$ cat src/rtl/gcode_exec_unit_if.sv
// rtl/gcode_exec_unit_if.sv - command, dispatch and response signals of the G-code execution unit
interface gcode_exec_unit_if #(
  parameter int N_AXES    = 5,
  parameter int N_HEATERS = 3,
  parameter int W         = 32
);
  logic                   cmd_valid;
  logic                   cmd_ready;
  logic [31:0]            cmd_type;
  logic [N_AXES*W-1:0]    cmd_arg;
  logic [N_AXES*W-1:0]    pos;
  logic [N_AXES*W-1:0]    move_delta;
  logic                   move_start;
  logic                   move_done;
  logic [N_HEATERS-1:0]   heat_start;
  logic [N_HEATERS-1:0]   heat_long;
  logic [N_HEATERS-1:0]   heat_done;
  logic                   steppers_en;
  logic                   steppers_dis;
  logic                   fan_on;
  logic                   busy;
  logic                   done;
  logic                   error;

  modport master (
    output cmd_valid, cmd_type, cmd_arg, pos, move_done, heat_done,
    input  cmd_ready, move_delta, move_start, heat_start, heat_long,
           steppers_en, steppers_dis, fan_on, busy, done, error
  );

  modport slave (
    input  cmd_valid, cmd_type, cmd_arg, pos, move_done, heat_done,
    output cmd_ready, move_delta, move_start, heat_start, heat_long,
           steppers_en, steppers_dis, fan_on, busy, done, error
  );
endinterface

$ cat src/rtl/gcode_exec_unit.sv
// rtl/gcode_exec_unit.sv - accepts one decoded G-code command, dispatches it to motion/heater/fan
// logic, waits for completion and returns a single done/error response
module gcode_exec_unit #(
  parameter int          N_AXES       = 5,
  parameter int          N_EXTR       = 2,
  parameter int          N_HEATERS    = 3,
  parameter int          W            = 32,
  parameter int          STEPPER_HOLD = 100,
  parameter int          HEAT_TIMEOUT = 0,
  parameter logic [31:0] GCODE_G0     = 32'd0,
  parameter logic [31:0] GCODE_G1     = 32'd1,
  parameter logic [31:0] GCODE_G90    = 32'd90,
  parameter logic [31:0] GCODE_G91    = 32'd91,
  parameter logic [31:0] GCODE_M17    = 32'd1017,
  parameter logic [31:0] GCODE_M18    = 32'd1018,
  parameter logic [31:0] GCODE_M82    = 32'd1082,
  parameter logic [31:0] GCODE_M83    = 32'd1083,
  parameter logic [31:0] GCODE_M104   = 32'd1104,
  parameter logic [31:0] GCODE_M106   = 32'd1106,
  parameter logic [31:0] GCODE_M107   = 32'd1107,
  parameter logic [31:0] GCODE_M109   = 32'd1109,
  parameter logic [31:0] GCODE_M140   = 32'd1140,
  parameter logic [31:0] GCODE_M190   = 32'd1190
) (
  input logic              clk,
  input logic              reset,
  gcode_exec_unit_if.slave bus
);

  localparam logic [2:0] ST_IDLE = 3'd0;
  localparam logic [2:0] ST_MOVE = 3'd1;
  localparam logic [2:0] ST_HEAT = 3'd2;
  localparam logic [2:0] ST_HOLD = 3'd3;
  localparam logic [2:0] ST_RESP = 3'd4;

  localparam int                E_LO      = N_AXES - N_EXTR;
  localparam logic [31:0]       HOLD_LAST = 32'(STEPPER_HOLD - 1);
  localparam logic [31:0]       HEAT_LIM  = 32'(HEAT_TIMEOUT);
  localparam logic signed [W-1:0] N_HEAT_S = W'(N_HEATERS);

  logic [2:0]            state_q, state_d;
  logic                  abs_xyz_q, abs_xyz_d;
  logic                  abs_e_q, abs_e_d;
  logic                  fan_on_q, fan_on_d;
  logic                  err_q, err_d;
  logic                  fresh_q, fresh_d;
  logic [31:0]           cnt_q, cnt_d;
  logic [N_AXES*W-1:0]   move_delta_q, move_delta_d;
  logic                  move_start_q, move_start_d;
  logic                  steppers_en_q, steppers_en_d;
  logic                  steppers_dis_q, steppers_dis_d;
  logic [N_HEATERS-1:0]  heat_start_q, heat_start_d;
  logic [N_HEATERS-1:0]  heat_long_q, heat_long_d;
  logic [N_HEATERS-1:0]  heat_sel_q, heat_sel_d;

  logic                  ready;
  logic                  accept;
  logic signed [W-1:0]   idx;
  logic                  idx_ok;
  logic [N_HEATERS-1:0]  idx_hot;
  logic [N_AXES*W-1:0]   delta_calc;
  logic                  heat_hit;

  assign ready    = (state_q == ST_IDLE) && !reset;
  assign accept   = bus.cmd_valid && ready;
  assign idx      = $signed(bus.cmd_arg[W-1:0]);
  assign idx_ok   = !idx[W-1] && (idx < N_HEAT_S);
  assign heat_hit = |(bus.heat_done & heat_sel_q);

  always_comb begin
    idx_hot = '0;
    for (int h = 0; h < N_HEATERS; h++) begin
      idx_hot[h] = idx_ok && (bus.cmd_arg[W-1:0] == W'(h));
    end
  end

  // Extruder lanes sit at the top of the bus and follow the E mode; the rest follow XYZ.
  always_comb begin
    logic lane_abs;
    delta_calc = '0;
    lane_abs   = 1'b0;
    for (int i = 0; i < N_AXES; i++) begin
      lane_abs = (i >= E_LO) ? abs_e_q : abs_xyz_q;
      delta_calc[i*W +: W] = lane_abs ? (bus.cmd_arg[i*W +: W] - bus.pos[i*W +: W])
                                      : bus.cmd_arg[i*W +: W];
    end
  end

  always_comb begin
    state_d        = state_q;
    abs_xyz_d      = abs_xyz_q;
    abs_e_d        = abs_e_q;
    fan_on_d       = fan_on_q;
    err_d          = err_q;
    fresh_d        = 1'b0;
    cnt_d          = cnt_q + 32'd1;
    move_delta_d   = move_delta_q;
    move_start_d   = 1'b0;
    steppers_en_d  = 1'b0;
    steppers_dis_d = 1'b0;
    heat_start_d   = '0;
    heat_long_d    = '0;
    heat_sel_d     = heat_sel_q;

    case (state_q)
      ST_IDLE: begin
        cnt_d = '0;
        if (accept) begin
          fresh_d = 1'b1;
          err_d   = 1'b0;
          state_d = ST_RESP;
          case (bus.cmd_type)
            GCODE_G0, GCODE_G1: begin
              move_delta_d = delta_calc;
              move_start_d = 1'b1;
              state_d      = ST_MOVE;
            end
            GCODE_G90: abs_xyz_d = 1'b1;
            GCODE_G91: abs_xyz_d = 1'b0;
            GCODE_M82: abs_e_d   = 1'b1;
            GCODE_M83: abs_e_d   = 1'b0;
            GCODE_M17: begin
              steppers_en_d = 1'b1;
              state_d       = ST_HOLD;
            end
            GCODE_M18: begin
              steppers_dis_d = 1'b1;
              state_d        = ST_HOLD;
            end
            GCODE_M104, GCODE_M140: begin
              if (idx_ok) heat_start_d = idx_hot;
              else        err_d        = 1'b1;
            end
            GCODE_M109, GCODE_M190: begin
              if (idx_ok) begin
                heat_long_d = idx_hot;
                heat_sel_d  = idx_hot;
                state_d     = ST_HEAT;
              end else begin
                err_d = 1'b1;
              end
            end
            GCODE_M106: fan_on_d = 1'b1;
            GCODE_M107: fan_on_d = 1'b0;
            default:    err_d    = 1'b1;
          endcase
        end
      end
      // fresh_q marks the dispatch cycle, where completion levels left over from a previous command are ignored.
      ST_MOVE: begin
        if (!fresh_q && bus.move_done) state_d = ST_RESP;
      end
      ST_HEAT: begin
        if (!fresh_q && heat_hit) begin
          state_d = ST_RESP;
        end else if ((HEAT_TIMEOUT != 0) && (cnt_q == HEAT_LIM)) begin
          state_d = ST_RESP;
          err_d   = 1'b1;
        end
      end
      ST_HOLD: begin
        if (cnt_q == HOLD_LAST) state_d = ST_RESP;
      end
      ST_RESP: state_d = ST_IDLE;
      default: state_d = ST_IDLE;
    endcase
  end

  always_ff @(posedge clk) begin
    if (reset) begin
      state_q        <= ST_IDLE;
      abs_xyz_q      <= 1'b1;
      abs_e_q        <= 1'b1;
      fan_on_q       <= 1'b0;
      err_q          <= 1'b0;
      fresh_q        <= 1'b0;
      cnt_q          <= '0;
      move_delta_q   <= '0;
      move_start_q   <= 1'b0;
      steppers_en_q  <= 1'b0;
      steppers_dis_q <= 1'b0;
      heat_start_q   <= '0;
      heat_long_q    <= '0;
      heat_sel_q     <= '0;
    end else begin
      state_q        <= state_d;
      abs_xyz_q      <= abs_xyz_d;
      abs_e_q        <= abs_e_d;
      fan_on_q       <= fan_on_d;
      err_q          <= err_d;
      fresh_q        <= fresh_d;
      cnt_q          <= cnt_d;
      move_delta_q   <= move_delta_d;
      move_start_q   <= move_start_d;
      steppers_en_q  <= steppers_en_d;
      steppers_dis_q <= steppers_dis_d;
      heat_start_q   <= heat_start_d;
      heat_long_q    <= heat_long_d;
      heat_sel_q     <= heat_sel_d;
    end
  end

  // Pulses and done are masked by reset so an aborted command never leaks a response.
  assign bus.cmd_ready    = ready;
  assign bus.busy         = !ready;
  assign bus.move_delta   = move_delta_q;
  assign bus.move_start   = move_start_q && !reset;
  assign bus.steppers_en  = steppers_en_q && !reset;
  assign bus.steppers_dis = steppers_dis_q && !reset;
  assign bus.heat_start   = reset ? '0 : heat_start_q;
  assign bus.heat_long    = reset ? '0 : heat_long_q;
  assign bus.fan_on       = fan_on_q;
  assign bus.done         = (state_q == ST_RESP) && !reset;
  assign bus.error        = (state_q == ST_RESP) && !reset && err_q;

endmodule

$ cat src/flat_wrapper.sv
// flat-port wrapper written by rule: the top's interface ports become plain ports
module gcode_exec_unit_flat 
#(
  parameter int          N_AXES       = 5,
  parameter int          N_EXTR       = 2,
  parameter int          N_HEATERS    = 3,
  parameter int          W            = 32,
  parameter int          STEPPER_HOLD = 100,
  parameter int          HEAT_TIMEOUT = 0,
  parameter logic [31:0] GCODE_G0     = 32'd0,
  parameter logic [31:0] GCODE_G1     = 32'd1,
  parameter logic [31:0] GCODE_G90    = 32'd90,
  parameter logic [31:0] GCODE_G91    = 32'd91,
  parameter logic [31:0] GCODE_M17    = 32'd1017,
  parameter logic [31:0] GCODE_M18    = 32'd1018,
  parameter logic [31:0] GCODE_M82    = 32'd1082,
  parameter logic [31:0] GCODE_M83    = 32'd1083,
  parameter logic [31:0] GCODE_M104   = 32'd1104,
  parameter logic [31:0] GCODE_M106   = 32'd1106,
  parameter logic [31:0] GCODE_M107   = 32'd1107,
  parameter logic [31:0] GCODE_M109   = 32'd1109,
  parameter logic [31:0] GCODE_M140   = 32'd1140,
  parameter logic [31:0] GCODE_M190   = 32'd1190
)
  (clk, reset, bus_cmd_valid, bus_cmd_type, bus_cmd_arg, bus_pos, bus_move_done, bus_heat_done, bus_cmd_ready, bus_move_delta, bus_move_start, bus_heat_start, bus_heat_long, bus_steppers_en, bus_steppers_dis, bus_fan_on, bus_busy, bus_done, bus_error);
  gcode_exec_unit_if #(.N_AXES(N_AXES), .N_HEATERS(N_HEATERS), .W(W)) bus_i ();
  input logic clk;
  input logic reset;
  input wire logic [$bits(bus_i.cmd_valid)-1:0] bus_cmd_valid;
  input wire logic [$bits(bus_i.cmd_type)-1:0] bus_cmd_type;
  input wire logic [$bits(bus_i.cmd_arg)-1:0] bus_cmd_arg;
  input wire logic [$bits(bus_i.pos)-1:0] bus_pos;
  input wire logic [$bits(bus_i.move_done)-1:0] bus_move_done;
  input wire logic [$bits(bus_i.heat_done)-1:0] bus_heat_done;
  output wire logic [$bits(bus_i.cmd_ready)-1:0] bus_cmd_ready;
  output wire logic [$bits(bus_i.move_delta)-1:0] bus_move_delta;
  output wire logic [$bits(bus_i.move_start)-1:0] bus_move_start;
  output wire logic [$bits(bus_i.heat_start)-1:0] bus_heat_start;
  output wire logic [$bits(bus_i.heat_long)-1:0] bus_heat_long;
  output wire logic [$bits(bus_i.steppers_en)-1:0] bus_steppers_en;
  output wire logic [$bits(bus_i.steppers_dis)-1:0] bus_steppers_dis;
  output wire logic [$bits(bus_i.fan_on)-1:0] bus_fan_on;
  output wire logic [$bits(bus_i.busy)-1:0] bus_busy;
  output wire logic [$bits(bus_i.done)-1:0] bus_done;
  output wire logic [$bits(bus_i.error)-1:0] bus_error;
  assign bus_i.cmd_valid = bus_cmd_valid;
  assign bus_i.cmd_type = bus_cmd_type;
  assign bus_i.cmd_arg = bus_cmd_arg;
  assign bus_i.pos = bus_pos;
  assign bus_i.move_done = bus_move_done;
  assign bus_i.heat_done = bus_heat_done;
  assign bus_cmd_ready = bus_i.cmd_ready;
  assign bus_move_delta = bus_i.move_delta;
  assign bus_move_start = bus_i.move_start;
  assign bus_heat_start = bus_i.heat_start;
  assign bus_heat_long = bus_i.heat_long;
  assign bus_steppers_en = bus_i.steppers_en;
  assign bus_steppers_dis = bus_i.steppers_dis;
  assign bus_fan_on = bus_i.fan_on;
  assign bus_busy = bus_i.busy;
  assign bus_done = bus_i.done;
  assign bus_error = bus_i.error;
  gcode_exec_unit #(.N_AXES(N_AXES), .N_EXTR(N_EXTR), .N_HEATERS(N_HEATERS), .W(W), .STEPPER_HOLD(STEPPER_HOLD), .HEAT_TIMEOUT(HEAT_TIMEOUT), .GCODE_G0(GCODE_G0), .GCODE_G1(GCODE_G1), .GCODE_G90(GCODE_G90), .GCODE_G91(GCODE_G91), .GCODE_M17(GCODE_M17), .GCODE_M18(GCODE_M18), .GCODE_M82(GCODE_M82), .GCODE_M83(GCODE_M83), .GCODE_M104(GCODE_M104), .GCODE_M106(GCODE_M106), .GCODE_M107(GCODE_M107), .GCODE_M109(GCODE_M109), .GCODE_M140(GCODE_M140), .GCODE_M190(GCODE_M190)) u_core (.clk(clk), .reset(reset), .bus(bus_i));
endmodule
$ cat config.mk
export PLATFORM = sky130hd
export DESIGN_NAME = gcode_exec_unit_flat
export DESIGN_NICKNAME = d
export VERILOG_FILES = /design/src/rtl/gcode_exec_unit_if.sv /design/src/rtl/gcode_exec_unit.sv /design/src/flat_wrapper.sv
export SDC_FILE = /design/constraint.sdc
export NUM_CORES = 1
export LEC_CHECK = 0
export ABC_CLOCK_PERIOD_IN_PS = 5600
export BUFFER_PORTS_ARGS = -buffer_cell sky130_fd_sc_hd__buf_2
export CAP_MARGIN = 40
export CORE_AREA = 5 5 202 204
export DETAILED_ROUTE_END_ITERATION = 16
export DIE_AREA = 0 0 207 209
export HOLD_SLACK_MARGIN = 0.1
export PLACE_DENSITY_LB_ADDON = 0.05
export SYNTH_ARGS = -nofsm -noshare
export SYNTH_HDL_FRONTEND = slang
export SYNTH_SLANG_ARGS = --single-unit
$ cat constraint.sdc
create_clock -name clk -period 5.6 [get_ports clk]
set_input_delay 1.12 -clock clk [delete_from_list [all_inputs] [get_ports clk]]
set_output_delay 1.12 -clock clk [all_outputs]
set_load 0.1 [all_outputs]
# Word-level counts from Yosys, hierarchy flattened
# Index checks and enable logic that the tools add are counted.
# W data, S select, Z words.
[word_totals] reg_bits=212 in_bits=359 out_inout_bits=174 elab_cells=116
[op_classes] n_addsub=6 n_lt_le_gt_ge=1 n_eq_ne=24 n_mux=24 bitwise_logic=5 reduce_logical=42
[op_table] op="$eq A32 B11 Y1 const B" count=8
[op_table] op="$mux W32" count=5
[op_table] op="$sub A32 B32 Y32" count=5
[op_table] op="$eq A32 B7 Y1 const B" count=3
[op_table] op="$eq A32 B1 Y1 const B" count=2
[op_table] op="$eq A32 B10 Y1 const B" count=2
[op_table] op="$logic_not A32 Y1" count=2
[op_table] op="$add A32 B1 Y32 const B" count=1
[op_table] op="$eq A32 B2 Y1 const B" count=1
[op_table] op="$lt A32 B3 Y1 const B" count=1
[op_table] op="$mux W3" count=8
[op_table] op="$logic_and A1 B1 Y1" count=13
[op_table] op="$pmux W3 S4" count=1
[op_table] op="$reduce_and A3 Y1" count=4
[op_table] op="$reduce_or A2 Y1" count=6
[op_table] op="$reduce_or A4 Y1" count=3
[op_table] op="$reduce_or A10 Y1" count=1
[op_table] op="$pmux W3 S3" count=1
[op_table] op="$ne A2 B1 Y1 const B" count=4
[op_table] op="$pmux W1 S2" count=4
[op_table] op="$reduce_and A4 Y1" count=2
[op_table] op="$eq A3 B2 Y1 const B" count=2
[op_table] op="$reduce_bool A2 Y1" count=3
[op_table] op="$reduce_or A3 Y1" count=2
[op_table] op="8 further kinds" count=18

# Logic depth before layout (Yosys ltp)
[depth] depth_word=6 depth_mapped=14 ltp_nobuf=14

# Least setup slack after synthesis
# OpenSTA, ideal clock, no wires.
[synth_timing] path_kind="input-to-output" from="input port reset" to="output port bus_error" t_arrival_ps=5503 required_time_ps=4480 slack_ps=-1023 cell_stages=3 n_path_buf=1 cell_sequence="clkbuf_1 -> nor4b_1 -> and2_1"
[synth_between] elab_chain_cells=3
[synth_lines] item="from (decl)" line="flat_wrapper.sv:28" rtl="input logic reset;"
[synth_lines] item="$logic_not A1 Y1"
[synth_lines] item="$logic_and A1 B1 Y1"
[synth_lines] item="net bus_done" line="flat_wrapper.sv:44" rtl="output wire logic [$bits(bus_i.done)-1:0] bus_done;"
[synth_lines] item="$logic_and A1 B1 Y1" line="gcode_exec_unit.sv:214" rtl="assign bus.error = (state_q == ST_RESP) && !reset && err_q;"
[synth_lines] item="to (decl)" line="flat_wrapper.sv:45" rtl="output wire logic [$bits(bus_i.error)-1:0] bus_error;"
# The timed path passes the listed nets, and every way through them passes these cells.

# Worst setup path in the final report
[layout_timing] from="input port bus_cmd_arg[64]" to="register u_core.move_delta_q[86] (netlist: u_core.bus.move_delta[86])"
[layout_between] elab_chain_cells=2
[layout_lines] item="from (decl)" line="flat_wrapper.sv:31" rtl="input wire logic [$bits(bus_i.cmd_arg)-1:0] bus_cmd_arg;"
[layout_lines] item="$sub A32 B32 Y32" line="gcode_exec_unit.sv:84" rtl="delta_calc[i*W +: W] = lane_abs ? (bus.cmd_arg[i*W +: W] - bus.pos[i*W +: W])"
[layout_lines] item="$mux W32" line="gcode_exec_unit.sv:84"
[layout_lines] item="to (signal assigned)" line="gcode_exec_unit.sv:193" rtl="move_delta_q <= move_delta_d;"
[layout_lines] item="to (decl)" line="gcode_exec_unit.sv:48" rtl="logic [N_AXES*W-1:0] move_delta_q, move_delta_d;"
# Every way passes these cells.
# A chain may end at the register's enable or synchronous reset.

==> results.md <==
- Outcome: complete, no violations
- WL per Instance: around 19 um
- Grt total ovfl: 0
- Starting density of the core: 0.452
- Antenna violations before repair: 25
- Static leakage: ~11 nW
- Clock Pin Slew Worst Setup and Hold Paths: 0.06 ns
- Syn avg cell area: about 7.5 um2
- First-pass GRT wire length: around 100000 um
- HP Class: reg -> reg
- Critical path's slowest cell: a2111oi_2
- CP required: 6.03 ns
- Max Clk Rate: ~0.24 GHz
- RSZ-0062 raised after global routing: false
- Yosys reg bits: 212
- Drt pass-1 iters: 5
- Rel. slew slack: 0.399
- Post-CTS setup buffer count: 0
- Max incr delay on CP: around 0.53 ns
- Clk_skew: approximately 0.010 ns
- Sequential share of the synthesized area: 0.240
- Num CTS Buffers: 27
- Row count: 73
- DP Wirelength: 50500 um
- Gr usage total: 0.278
- Synth cell types: 85
- CP max FO: 3
- CTS sink cnt: 212
- Crit path kind: in -> reg
- H-Tree Level Count: 1
- Worst Path Arrival: approximately 4.5 ns
- Post-Syn Area: approximately 18000 um2
- Fin. Hold Viols: 0
- Endpoints failing setup: 0
- CP Capture Type: flip-flop
- Reg-to-Reg Start: u_core.state_q[1]
- # port buffers: between 500 and 600
- Hold_buf cts: 0
- Power Dens Cells: 215 nW/um2
- Critical path origin: bus_cmd_arg[64]
- Synth async-reset ratio: 0
- Setup TNS: 0 ns
- Cell with the most instances after synthesis: nor2_1
- Pins Over Slew Limit: 0
- Post-synth EDFFs: 0
- Most used DFF post-synth: dfxtp_1
- Total Wirelength: roughly 64000 um
- Synth top cells by count: 297 x nor2_1, 223 x a21oi_1, 212 x dfxtp_1, 206 x inv_1, 156 x ha_1
- Worst vdd ir: between 150 and 200 uV
- Die ar.: roughly 43000 um2
- Via/cell ratio: roughly 5.6
- Max cap viols: 0
- Synth Instances: between 2000 and 2500
- P&R area growth vs syn: 23.1%
- CTS root buf: clkbuf_16
- Resized cells post-CTS: 0
- Core box area: between 30000 and 40000 um2
- CP bufs+invs: 3
- Vias in the first global route: about 19000
- Worst skew pair latency: around 0.55 ns
- Setup crit start kind: primary input
- Vias: ~19000
- Synth top area share: 0.240
- Nets@finish: approximately 3400
- Util after Layout: 0.557
- Share of cells above drive strength 1: 0.221
- HP Start: u_core.bus.fan_on
- Horiz. Die Dim: between 200 and 250 um
- Final min period: 4.10 ns
- Max Root-Sink Buffers: 3
- Kind of cell adding the most delay to the critical path: compound AO/OA/AOI/OAI gates
- Area leader, netlist: dfxtp_1
- Tightest Pin Transition: 0.900 ns
- IO Count: 533
- DRC viols: 0
- CTS tree: done
- YS warnings: 0
- Synth top area cells: dfxtp_1 24%, ha_1 11%, a21oi_1 6.3%
- 1st-iter DRT viols: 960
- Gpl congestion: 0.952
- Worst path most repeated cell: inv_1
- Fin crit share: 0.733
- CP cell instances: buf_2 > inv_1 > ha_1 > inv_1 > fa_1 > a21o_1 > a21oi_1 > o21ai_0 > a2111oi_2 > nor3_1 > a31oi_1 > nor2_1 > a311oi_1 > xor2_1 > a2111oi_0
- Largest net degree at the start of global routing: between 100 and 150
- Syn Nets: a little under 3000
- DRT antenna net count: 0
- Die Y: 209 um
-- cells by family after synthesis --
family	after synthesis	share of synthesized area
DFF	212	0.240
muxes	53	0.0303
and+or+nand+nor	758	0.203
buffers and inverters	316	0.0703
AOI/OAI and AO/OA	722	0.267
adders and majority gates	161	0.116
xor gates and xnor gates	147	0.0728
-- layer usage --
layer	vias to the layer above	GRT usage	wire, um
li1	9466	-	-
met1	8872	0.326	26100
met2	594	0.497	31400
met3	127	0.0652	4410
met4	22	0.0946	2170
met5	-	0	148
-- metrics by stage --
stage / power (mW) / cells / worst slack, ns / instance area, um2 / hold slack (ns)
global placement: 2.83 / 3331 / 1.12 / 20700 / 0.440
floorplan: 2.47 / 2369 / 0.501 / 17700 / 0.430
detailed placement: 2.85 / 3336 / 0.955 / 20800 / 0.449
global route: 4.93 / 3393 / 1.11 / 21800 / 0.487
CTS: 4.72 / 3384 / 1.56 / 21700 / 0.461
finish: 4.68 / 3398 / 1.50 / 21800 / 0.454
-- flip-flops by register name, summed over array words and instances, names as in the netlist --
register / cells
u_core.abs_e_q: 1
u_core.abs_xyz_q: 1
u_core.bus.fan_on: 1
u_core.bus.move_delta: 160
u_core.cnt_q: 32
u_core.err_q: 1
u_core.fresh_q: 1
u_core.heat_long_q: 3
u_core.heat_sel_q: 3
u_core.heat_start_q: 3
u_core.move_start_q: 1
u_core.state_q: 3
u_core.steppers_dis_q: 1
u_core.steppers_en_q: 1
-- final cells by class --
type,instances,area (um2)
Multi-Input combinational cell,1841,12200
Fill cell,3950,17300
Clock inverter,7,87.6
Tap cell,525,657
Clock buffer,41,850
Antenna cell,14,35.0
Timing Repair Buffer,551,2900
Inverter,207,782
Sequential cell,212,4250
-- report_power, final --
group	switching [mW]	internal (mW)	total [mW]
Sequential	0.00146	1.51	1.51
Clock	0.718	1.13	1.85
Combinational	0.746	0.578	1.32
Total	1.47	3.22	4.68
-- layout by cell type, fill, tap and decap left out, types with 28 or more instances in the layout --
master and instances:
a211oi_1 140, a21o_1 76, a21oi_1 223, a31oi_1 34, and3_1 30, buf_2 531
clkbuf_16 28, dfxtp_1 210, ha_1 156, inv_1 205, mux2i_1 49, nand2_1 152
nand3_1 54, nor2_1 297, nor2b_1 28, nor3_1 55, o21ai_0 102, xnor2_1 90
xor2_1 57
-- final timing paths --
kind,end,slack (ns),cells after the start
setup / recovery,u_core.bus.move_delta[86],1.50,15
hold / removal,u_core.bus.fan_on,0.45,2
setup reg to reg,u_core.bus.move_delta[79],2.61,8
hold reg to reg,u_core.bus.fan_on,0.45,2
-- worst min-delay path: cells and delay by family, from the launching register on --
kind / cells / cell delay (ns)
and+or+nand+nor: 1 / 0.05
DFF: 1 / 0.31
AOI/OAI and AO/OA: 1 / 0.05
Power figures use the tool's default switching activity.
